$ cat config.mk
export PLATFORM = sky130hd
export DESIGN_NAME = main_mem_responder
export DESIGN_NICKNAME = d
export VERILOG_FILES = /design/src/rtl/main_mem_pkg.sv /design/src/rtl/main_mem_responder_rr_arbiter.sv /design/src/rtl/main_mem_responder.sv
export SDC_FILE = /design/constraint.sdc
export NUM_CORES = 1
export LEC_CHECK = 0
export CAP_MARGIN = 15
export CELL_PAD_IN_SITES_DETAIL_PLACEMENT = 1
export CELL_PAD_IN_SITES_GLOBAL_PLACEMENT = 1
export CORE_ASPECT_RATIO = 0.6
export CORE_MARGIN = 5
export CORE_UTILIZATION = 25
export DETAILED_ROUTE_END_ITERATION = 8
export PLACE_DENSITY = 0.94
export SETUP_SLACK_MARGIN = 0.5
export SYNTH_ARGS = -nofsm -noshare
export SYNTH_HDL_FRONTEND = slang
export SYNTH_SLANG_ARGS = --single-unit
$ cat constraint.sdc
create_clock -name clk -period 3 [get_ports clk]
set_input_delay 0.9 -clock clk [delete_from_list [all_inputs] [get_ports clk]]
set_output_delay 0.9 -clock clk [all_outputs]
set_load 0.05 [all_outputs]
$ cat src/rtl/main_mem_pkg.sv
// Shared types, default sizes and the rotate-priority helper for the main-memory responder.
package main_mem_pkg;

  localparam int NCORE_DEF  = 2;
  localparam int ADDR_W_DEF = 16;
  localparam int DATA_W_DEF = 16;

  typedef enum logic [1:0] {
    IDLE   = 2'd0,
    ACCESS = 2'd1,
    RESP   = 2'd2
  } state_e;

  localparam logic [1:0] ST_IDLE   = 2'(IDLE);
  localparam logic [1:0] ST_ACCESS = 2'(ACCESS);
  localparam logic [1:0] ST_RESP   = 2'(RESP);

  // Index visited at step 'off' of a priority search that starts at 'base'.
  function automatic int unsigned rot_idx(input int unsigned base,
                                          input int unsigned off,
                                          input int unsigned n);
    return (base + off) % n;
  endfunction

endpackage

$ cat src/rtl/main_mem_responder_rr_arbiter.sv
// Combinational round-robin picker: first asserted request at or after rr_ptr, wrapping.
module rr_arbiter
  import main_mem_pkg::*;
#(
  parameter int NCORE = 2,
  parameter int IDX_W = 1
) (
  input  logic [NCORE-1:0] req,
  input  logic [IDX_W-1:0] rr_ptr,
  output logic [NCORE-1:0] grant,
  output logic [IDX_W-1:0] grant_idx,
  output logic             valid
);

  int unsigned          k;
  logic [IDX_W-1:0]     kk;

  always_comb begin
    grant     = '0;
    grant_idx = '0;
    valid     = 1'b0;
    k         = 0;
    kk        = '0;
    for (int i = 0; i < NCORE; i++) begin
      k  = rot_idx(32'(rr_ptr), unsigned'(i), unsigned'(NCORE));
      kk = IDX_W'(k);
      if (!valid && req[kk]) begin
        valid     = 1'b1;
        grant[kk] = 1'b1;
        grant_idx = kk;
      end
    end
  end

endmodule

$ cat src/rtl/main_mem_responder.sv
// Round-robin responder between NCORE cores and one synchronous single-port memory,
// plus the global LOCK/UNLOCK owner. Lock ownership is built only when MAIN_MEM_LOCK_EN is defined.
module main_mem_responder
  import main_mem_pkg::*;
#(
  parameter int NCORE  = NCORE_DEF,
  parameter int ADDR_W = ADDR_W_DEF,
  parameter int DATA_W = DATA_W_DEF
) (
  input  logic                    clk,
  input  logic                    reset,
  input  logic [NCORE-1:0]        rd_req,
  input  logic [NCORE-1:0]        wr_req,
  input  logic [NCORE*ADDR_W-1:0] req_adr,
  input  logic [NCORE*DATA_W-1:0] req_wdata,
  input  logic [NCORE-1:0]        lock_req,
  input  logic [NCORE-1:0]        unlock_req,
  output logic [NCORE-1:0]        ack,
  output logic [DATA_W-1:0]       rdata,
  output logic [NCORE-1:0]        lock_ack,
  output logic [ADDR_W-1:0]       mem_adr,
  output logic [DATA_W-1:0]       mem_wdata,
  output logic                    mem_we,
  input  logic [DATA_W-1:0]       mem_rdata
);

  localparam int IDX_W = (NCORE > 1) ? $clog2(NCORE) : 1;

  logic [1:0]        state;
  logic [IDX_W-1:0]  g_idx;
  logic [IDX_W-1:0]  rr_ptr;
  logic [NCORE-1:0]  cand;
  logic [NCORE-1:0]  acc_grant;
  logic [IDX_W-1:0]  acc_idx;
  logic              acc_valid;
  logic [ADDR_W-1:0] sel_adr;
  logic [DATA_W-1:0] sel_wdata;
  logic [NCORE-1:0]  g_onehot;

  rr_arbiter #(.NCORE(NCORE), .IDX_W(IDX_W)) u_acc_arb (
    .req       (cand),
    .rr_ptr    (rr_ptr),
    .grant     (acc_grant),
    .grant_idx (acc_idx),
    .valid     (acc_valid)
  );

  always_comb begin
    sel_adr   = req_adr[acc_idx*ADDR_W +: ADDR_W];
    sel_wdata = req_wdata[acc_idx*DATA_W +: DATA_W];
  end

  // Read wins when a core raises both; the write is dropped and the access acks as a read.
  always_ff @(posedge clk) begin
    if (reset) begin
      state     <= ST_IDLE;
      g_idx     <= '0;
      rr_ptr    <= '0;
      mem_adr   <= '0;
      mem_wdata <= '0;
      mem_we    <= 1'b0;
    end else begin
      case (state)
        ST_IDLE: begin
          if (acc_valid) begin
            state     <= ST_ACCESS;
            g_idx     <= acc_idx;
            rr_ptr    <= (acc_idx == IDX_W'(NCORE - 1)) ? '0 : acc_idx + 1'b1;
            mem_adr   <= sel_adr;
            mem_wdata <= sel_wdata;
            mem_we    <= |(acc_grant & wr_req & ~rd_req);
          end
        end
        ST_ACCESS: begin
          mem_we <= 1'b0;
          state  <= ST_RESP;
        end
        default: state <= ST_IDLE;
      endcase
    end
  end

  always_comb begin
    g_onehot        = '0;
    g_onehot[g_idx] = 1'b1;
    ack             = (state == ST_RESP) ? g_onehot : '0;
    rdata           = (state == ST_RESP) ? mem_rdata : '0;
  end

`ifdef MAIN_MEM_LOCK_EN
  logic             held;
  logic [IDX_W-1:0] owner;
  logic [NCORE-1:0] owner_mask;
  logic [NCORE-1:0] lk_grant;
  logic [IDX_W-1:0] lk_idx;
  logic             lk_valid;

  rr_arbiter #(.NCORE(NCORE), .IDX_W(IDX_W)) u_lock_arb (
    .req       (lock_req),
    .rr_ptr    (rr_ptr),
    .grant     (lk_grant),
    .grant_idx (lk_idx),
    .valid     (lk_valid)
  );

  always_comb begin
    owner_mask        = '0;
    owner_mask[owner] = 1'b1;
    cand              = (rd_req | wr_req) & (held ? owner_mask : '1);
  end

  // Release takes priority: a pending lock is only granted once held has dropped.
  always_ff @(posedge clk) begin
    if (reset) begin
      held     <= 1'b0;
      owner    <= '0;
      lock_ack <= '0;
    end else begin
      lock_ack <= '0;
      if (held) begin
        if (unlock_req[owner]) held <= 1'b0;
      end else if (lk_valid) begin
        held     <= 1'b1;
        owner    <= lk_idx;
        lock_ack <= lk_grant;
      end
    end
  end
`else
  logic unused_unlock;

  assign unused_unlock = ^unlock_req;

  always_comb cand = rd_req | wr_req;

  always_ff @(posedge clk) begin
    if (reset) lock_ack <= '0;
    else       lock_ack <= lock_req;
  end
`endif

endmodule

==> results.json, run 1 <==
{
  "required_ns": 3.22,
  "num_vias": 2049,
  "die_area_sq_um": 9260,
  "yosysUniqueCellTypes": 27,
  "cts_root_buffer": "clkbuf_16",
  "met3RoutedLength_um": 562,
  "critPathArrivalTime_ns": 2.63,
  "htreeDepth": 2,
  "hold_path.class": "reg -> reg",
  "clk_latency_ns": 0.28,
  "wl_met2_mm": 3.96,
  "drt_iter0_markers": 83,
  "clock_skew_ns": 0.00547,
  "fp.coreArea_sq_um": 7240,
  "met1_length_mm": 3.38,
  "drive_gt1_share_pct": 20.7,
  "initial_core_util_pct": 25.5,
  "drt_wl_total_mm": 7.96,
  "grt_max_degree": 25,
  "cts_tree": "yes",
  "grt_pass1_wl_mm": 12.8,
  "end_kind": "register",
  "place.gp.congestion": 0.730,
  "cts_sinks": 39,
  "fin_total_pwr_w": 0.00185,
  "grt_setup_unrepaired": "no",
  "cts_resized": 33,
  "syn_inst": 166,
  "grt_pass1_vias": 2336,
  "antenna_left": 0,
  "synth_flop_cell": "dfxtp_1",
  "leakage_nw": 1.38,
  "clk_pin_slew_ns": 0.06,
  "routed.top_layer": "met4",
  "instances_no_fill": 413,
  "overflow": 0,
  "cts_hold_buffers": 0,
  "worst_hold_slack_ns": 0.483,
  "synth_area_sq_um": 1850,
  "layout_common_cells": "106 x clkdlybuf4s50_1, 39 x dfxtp_1, 32 x nor4b_1",
  "cts_max_path_buffers": 2,
  "die_h_um": 76.6,
  "final_common_cell": "clkdlybuf4s50_1",
  "dp_cells": 405,
  "dr.pass1.iters": 4,
  "ys_ff_latch": 39,
  "ys_seq_area_share_pct": 42.3,
  "max-slew-margin-rel_pct": 64.7,
  "avgSynthCellArea_sq_um": 11.1,
  "synth_edf_count": 0,
  "period_share_pct": 80.2,
  "die_w_um": 121,
  "final_core_util_pct": 50.3,
  "rows": 24,
  "routedWlPerCell_um": 19.3,
  "powerDensity_nw_per_um2": 509,
  "grt_antenna_before_repair": 0,
  "async_flop_share_pct": 0,
  "syn2layout_area_growth_pct": 97.2,
  "reg2regPathDepth": 4,
  "drv_cap": 0,
  "io_buffers": 140,
  "vias_per_cell": 4.96,
  "cp_max_fo": 16,
  "cts_inserted_buffers": 5,
  "dp_hpwl_mm": 6.12,
  "n_antenna_cell": 0,
  "fin_nets": 398,
  "crit_type": "in -> reg",
  "io_pins": 143,
  "maxSlewViolCount": 0,
  "final.setup.tns_ns": 0,
  "finalSetupViolations": 0,
  "grt_use_total_pct": 17.3,
  "drc": 0,
  "max_slew.worst_pin.slew_ns": 0.527,
  "whs_path_depth": 1,
  "cts_setup_buffers": 0,
  "min_period_ns": 2.41,
  "irDropWorstVdd_mv": 0.252,
  "startpoint_type": "input pin",
  "synth_nets": 256,
  "hold_viol_final": 0,
  "yosys_warnings": 0,
  "outcome": "finished, final reports clean",
  "max_freq_mhz": 415
}
-- cell families after synthesis --
logic type             synth area share (%)
flip-flops                             42.3
AO/OA/AOI/OAI                          22.8
AND/OR/NAND/NOR                        26.4
buffers and inverters                  8.54
-- report_power, final --
group	total, W	internal [W]	switching (W)
sequential	0.000621	0.000583	0.0000378
combinational	0.000714	0.000314	0.000401
clock	0.000519	0.000307	0.000212
total	0.00185	0.00120	0.000650
-- cell usage after synthesis, types with 2 or more instances --
master / n / area share [%]
buf_6: 7 / 4.3
clkbuf_8: 3 / 2.2
a221o_1: 30 / 16
a21oi_1: 3 / 0.81
inv_1: 3 / 0.61
nor4b_1: 32 / 15
dfxtp_1: 39 / 42
and2_1: 18 / 6.1
nor2_1: 4 / 0.81
a221o_2: 2 / 1.2
a21bo_2: 2 / 1.1
clkbuf_1: 7 / 1.4
nor2b_1: 2 / 0.68
-- critical path, stage by stage --
cell and delay, ns:
clkdlybuf4s50_1 0.48, or4_4 0.62, a21oi_4 0.18, buf_4 0.25
a221o_1 0.19
-- path summary, 6_finish.rpt --
kind | start | endpoint | slack [ns]
worst max-delay path | wr_req[0] | mem_wdata[4] | 0.59
worst min-delay path | mem_wdata[15] | mem_wdata[15] | 0.48
worst max register to register | state[0] | mem_adr[7] | 1.34
worst min register to register | mem_wdata[15] | mem_wdata[15] | 0.48
-- layout make-up --
cell class | count | area (sq um)
Tap cell | 104 | 130
Multi-Input combinational cell | 107 | 951
Clock inverter | 2 | 12.5
Fill cell | 779 | 3590
Sequential cell | 39 | 781
Inverter | 3 | 11.3
Clock buffer | 6 | 129
Timing Repair Buffer | 152 | 1630
-- registers in the layout, summed over array words and instances (netlist names) --
| register | cells |
|---|---|
| mem_wdata | 16 |
| lock_ack | 2 |
| g_idx | 1 |
| state | 2 |
| mem_adr | 16 |
| mem_we | 1 |
| rr_ptr | 1 |
-- metal layers --
metal,vias to the layer above,track usage [%]
met5,-,0
met4,0,2.49
met3,6,6.16
met2,71,29.9
met1,1023,21.0
li1,949,-
-- per-stage QoR --
step / setup slack [ns] / cell area (sq um)
6_report: 0.593 / 3640
5_1_grt: 0.535 / 3640
4_1_cts: 0.590 / 3640
3_5_place_dp: 0.310 / 3480
3_3_place_gp: 0.365 / 3480
2_1_floorplan: 0.650 / 1850
No activity file was read; power rests on OpenSTA's default activity.
==> run 2, diff against run 1 <==
CORE_UTILIZATION = 21   (was 25)
PLACE_DENSITY = 0.85   (was 0.94)
clock period = 1.98 ns   (was 3 ns; I/O delays follow)
==> results.json, run 2 (synthesized netlist as in run 1, its figures left out) <==
{
  "grt_max_degree": 32,
  "required_ns": 1.39,
  "cts_root_buffer": "clkbuf_16",
  "syn2layout_area_growth_pct": 125,
  "vias_per_cell": 4.90,
  "drive_gt1_share_pct": 44.3,
  "maxSlewViolCount": 0,
  "use_met1_pct": 22.7,
  "use_met2_pct": 27.9,
  "max-slew-margin-rel_pct": 72.2,
  "r2r-end": "mem_wdata[0]",
  "max_slew.worst_pin.slew_ns": 0.416,
  "hold_path.class": "reg -> reg",
  "leakage_nw": 1.70,
  "period_share_pct": 93.6,
  "die_h_um": 82.6,
  "outcome": "finished, final reports clean",
  "timing.rr.start": "state[1]",
  "io_pins": 143,
  "grt_pass1_vias": 2428,
  "drc": 0,
  "cts_hold_buffers": 0,
  "cts_sinks": 39,
  "final_common_cell": "clkdlybuf4s50_1",
  "end_kind": "output pin",
  "n_antenna_cell": 0,
  "max_freq_mhz": 540,
  "grt_antenna_before_repair": 0,
  "top_usage_layer": "met2",
  "use_met3_pct": 5.27,
  "drv_cap": 0,
  "cp_max_fo": 17,
  "grt_setup_unrepaired": "yes",
  "grt_use_total_pct": 17.1,
  "cts_max_path_buffers": 2,
  "reg.largest.list": "mem_adr: 16 flops, mem_wdata: 16 flops",
  "fin_nets": 422,
  "rows": 26,
  "layout_common_cells": "66 x clkdlybuf4s50_1, 45 x buf_4, 37 x dfxtp_1",
  "die_w_um": 131,
  "reg2reg_slack_ns": 0.20,
  "initial_core_util_pct": 21.6,
  "cts_inserted_buffers": 5,
  "critPathCapture": "ack[1]",
  "crit_start": "state[1]",
  "clk_latency_ns": 0.28,
  "reg2regPathDepth": 7,
  "grt_pass1_wl_mm": 13.8,
  "io_buffers": 140,
  "powerDensity_nw_per_um2": 728,
  "irDropWorstVdd_mv": 0.350,
  "htreeDepth": 2,
  "fin_total_pwr_w": 0.00303,
  "fillCellCount": 935,
  "place.gp.congestion": 0.754,
  "die_area_sq_um": 10800,
  "num_vias": 2174,
  "hold_viol_final": 0,
  "dp_cells": 418,
  "finalSetupViolations": 0,
  "cts_tree": "yes",
  "critPathArrivalTime_ns": 1.26,
  "dr.pass1.iters": 4,
  "overflow": 0,
  "drt_wl_total_mm": 9.27,
  "drt_iter0_markers": 80,
  "clock_skew_ns": 0.00434,
  "min_period_ns": 1.85,
  "startpoint_type": "register",
  "crit_type": "reg -> out",
  "routedWlPerCell_um": 20.9,
  "clk_pin_slew_ns": 0.06,
  "instances_no_fill": 444,
  "fp.coreArea_sq_um": 8560,
  "antenna_left": 0,
  "dp_hpwl_mm": 6.38
}
[run 2: area by class of cell]
class                      instances  area [sq um]  area share (%)
inverter                           3          13.8           0.331
clock buffer                       6           139            3.34
timing repair buffer             176          2020            48.6
clock inverter                     1          5.00           0.120
tap                              112           140            3.37
multi-input combinational        107          1060            25.4
sequential                        39           786            18.9
[run 2: power by group]
group | leakage [nW] | internal [W] | total [W] | switching, W
registers | 0.323 | 0.000885 | 0.000950 | 0.0000649
clock network | 0.0727 | 0.000492 | 0.000803 | 0.000311
logic | 1.30 | 0.000605 | 0.00128 | 0.000676
total | 1.70 | 0.00198 | 0.00303 | 0.00105
[run 2: layer usage]
layer	routed length, um	part of all wire, %
met4	31	0.33
met3	858	9.3
met2	4210	45
met5	0	0
met1	4180	45
[run 2: worst max-delay path, cell delays in order, from the launching register on]
cell     delay, ns
dfxtp_2       0.36
inv_4         0.05
nor2_4        0.11
buf_12        0.15
and2_2        0.17
buf_12        0.13
[run 2: metrics by stage]
stage	util (%)	instance area, sq um	worst slack (ns)	hold slack, ns	setup TNS, ns
floorplan	-	1920	0.287	0.528	0
global placement	41.9	3590	-0.266	0.473	-8.71
detailed placement	41.9	3590	-0.304	0.480	-9.16
CTS	48.5	4150	0.117	0.495	0
global route	48.7	4160	0.0915	0.504	0
finish	48.7	4160	0.127	0.488	0
[run 2: worst min path at each step]
stage / startpoint / endpoint / slack (ns) / cells past startpoint
4_1_cts: mem_wdata[1] / mem_wdata[1] / 0.49 / 1
5_1_grt: mem_wdata[8] / mem_wdata[8] / 0.50 / 1
3_3_place_gp: mem_wdata[0] / mem_wdata[0] / 0.47 / 1
3_5_place_dp: mem_wdata[1] / mem_wdata[1] / 0.48 / 1
6_report: mem_wdata[1] / mem_wdata[1] / 0.49 / 1
2_1_floorplan: rr_ptr / rr_ptr / 0.53 / 1
[run 2: what timing repair did]
action / CTS / global route
setup buffers: 11 / 1
pin swaps: 17 / 1
setup endpoints to repair: 54 / 54
resized for setup: 75 / 3
cloned: 7 / 0
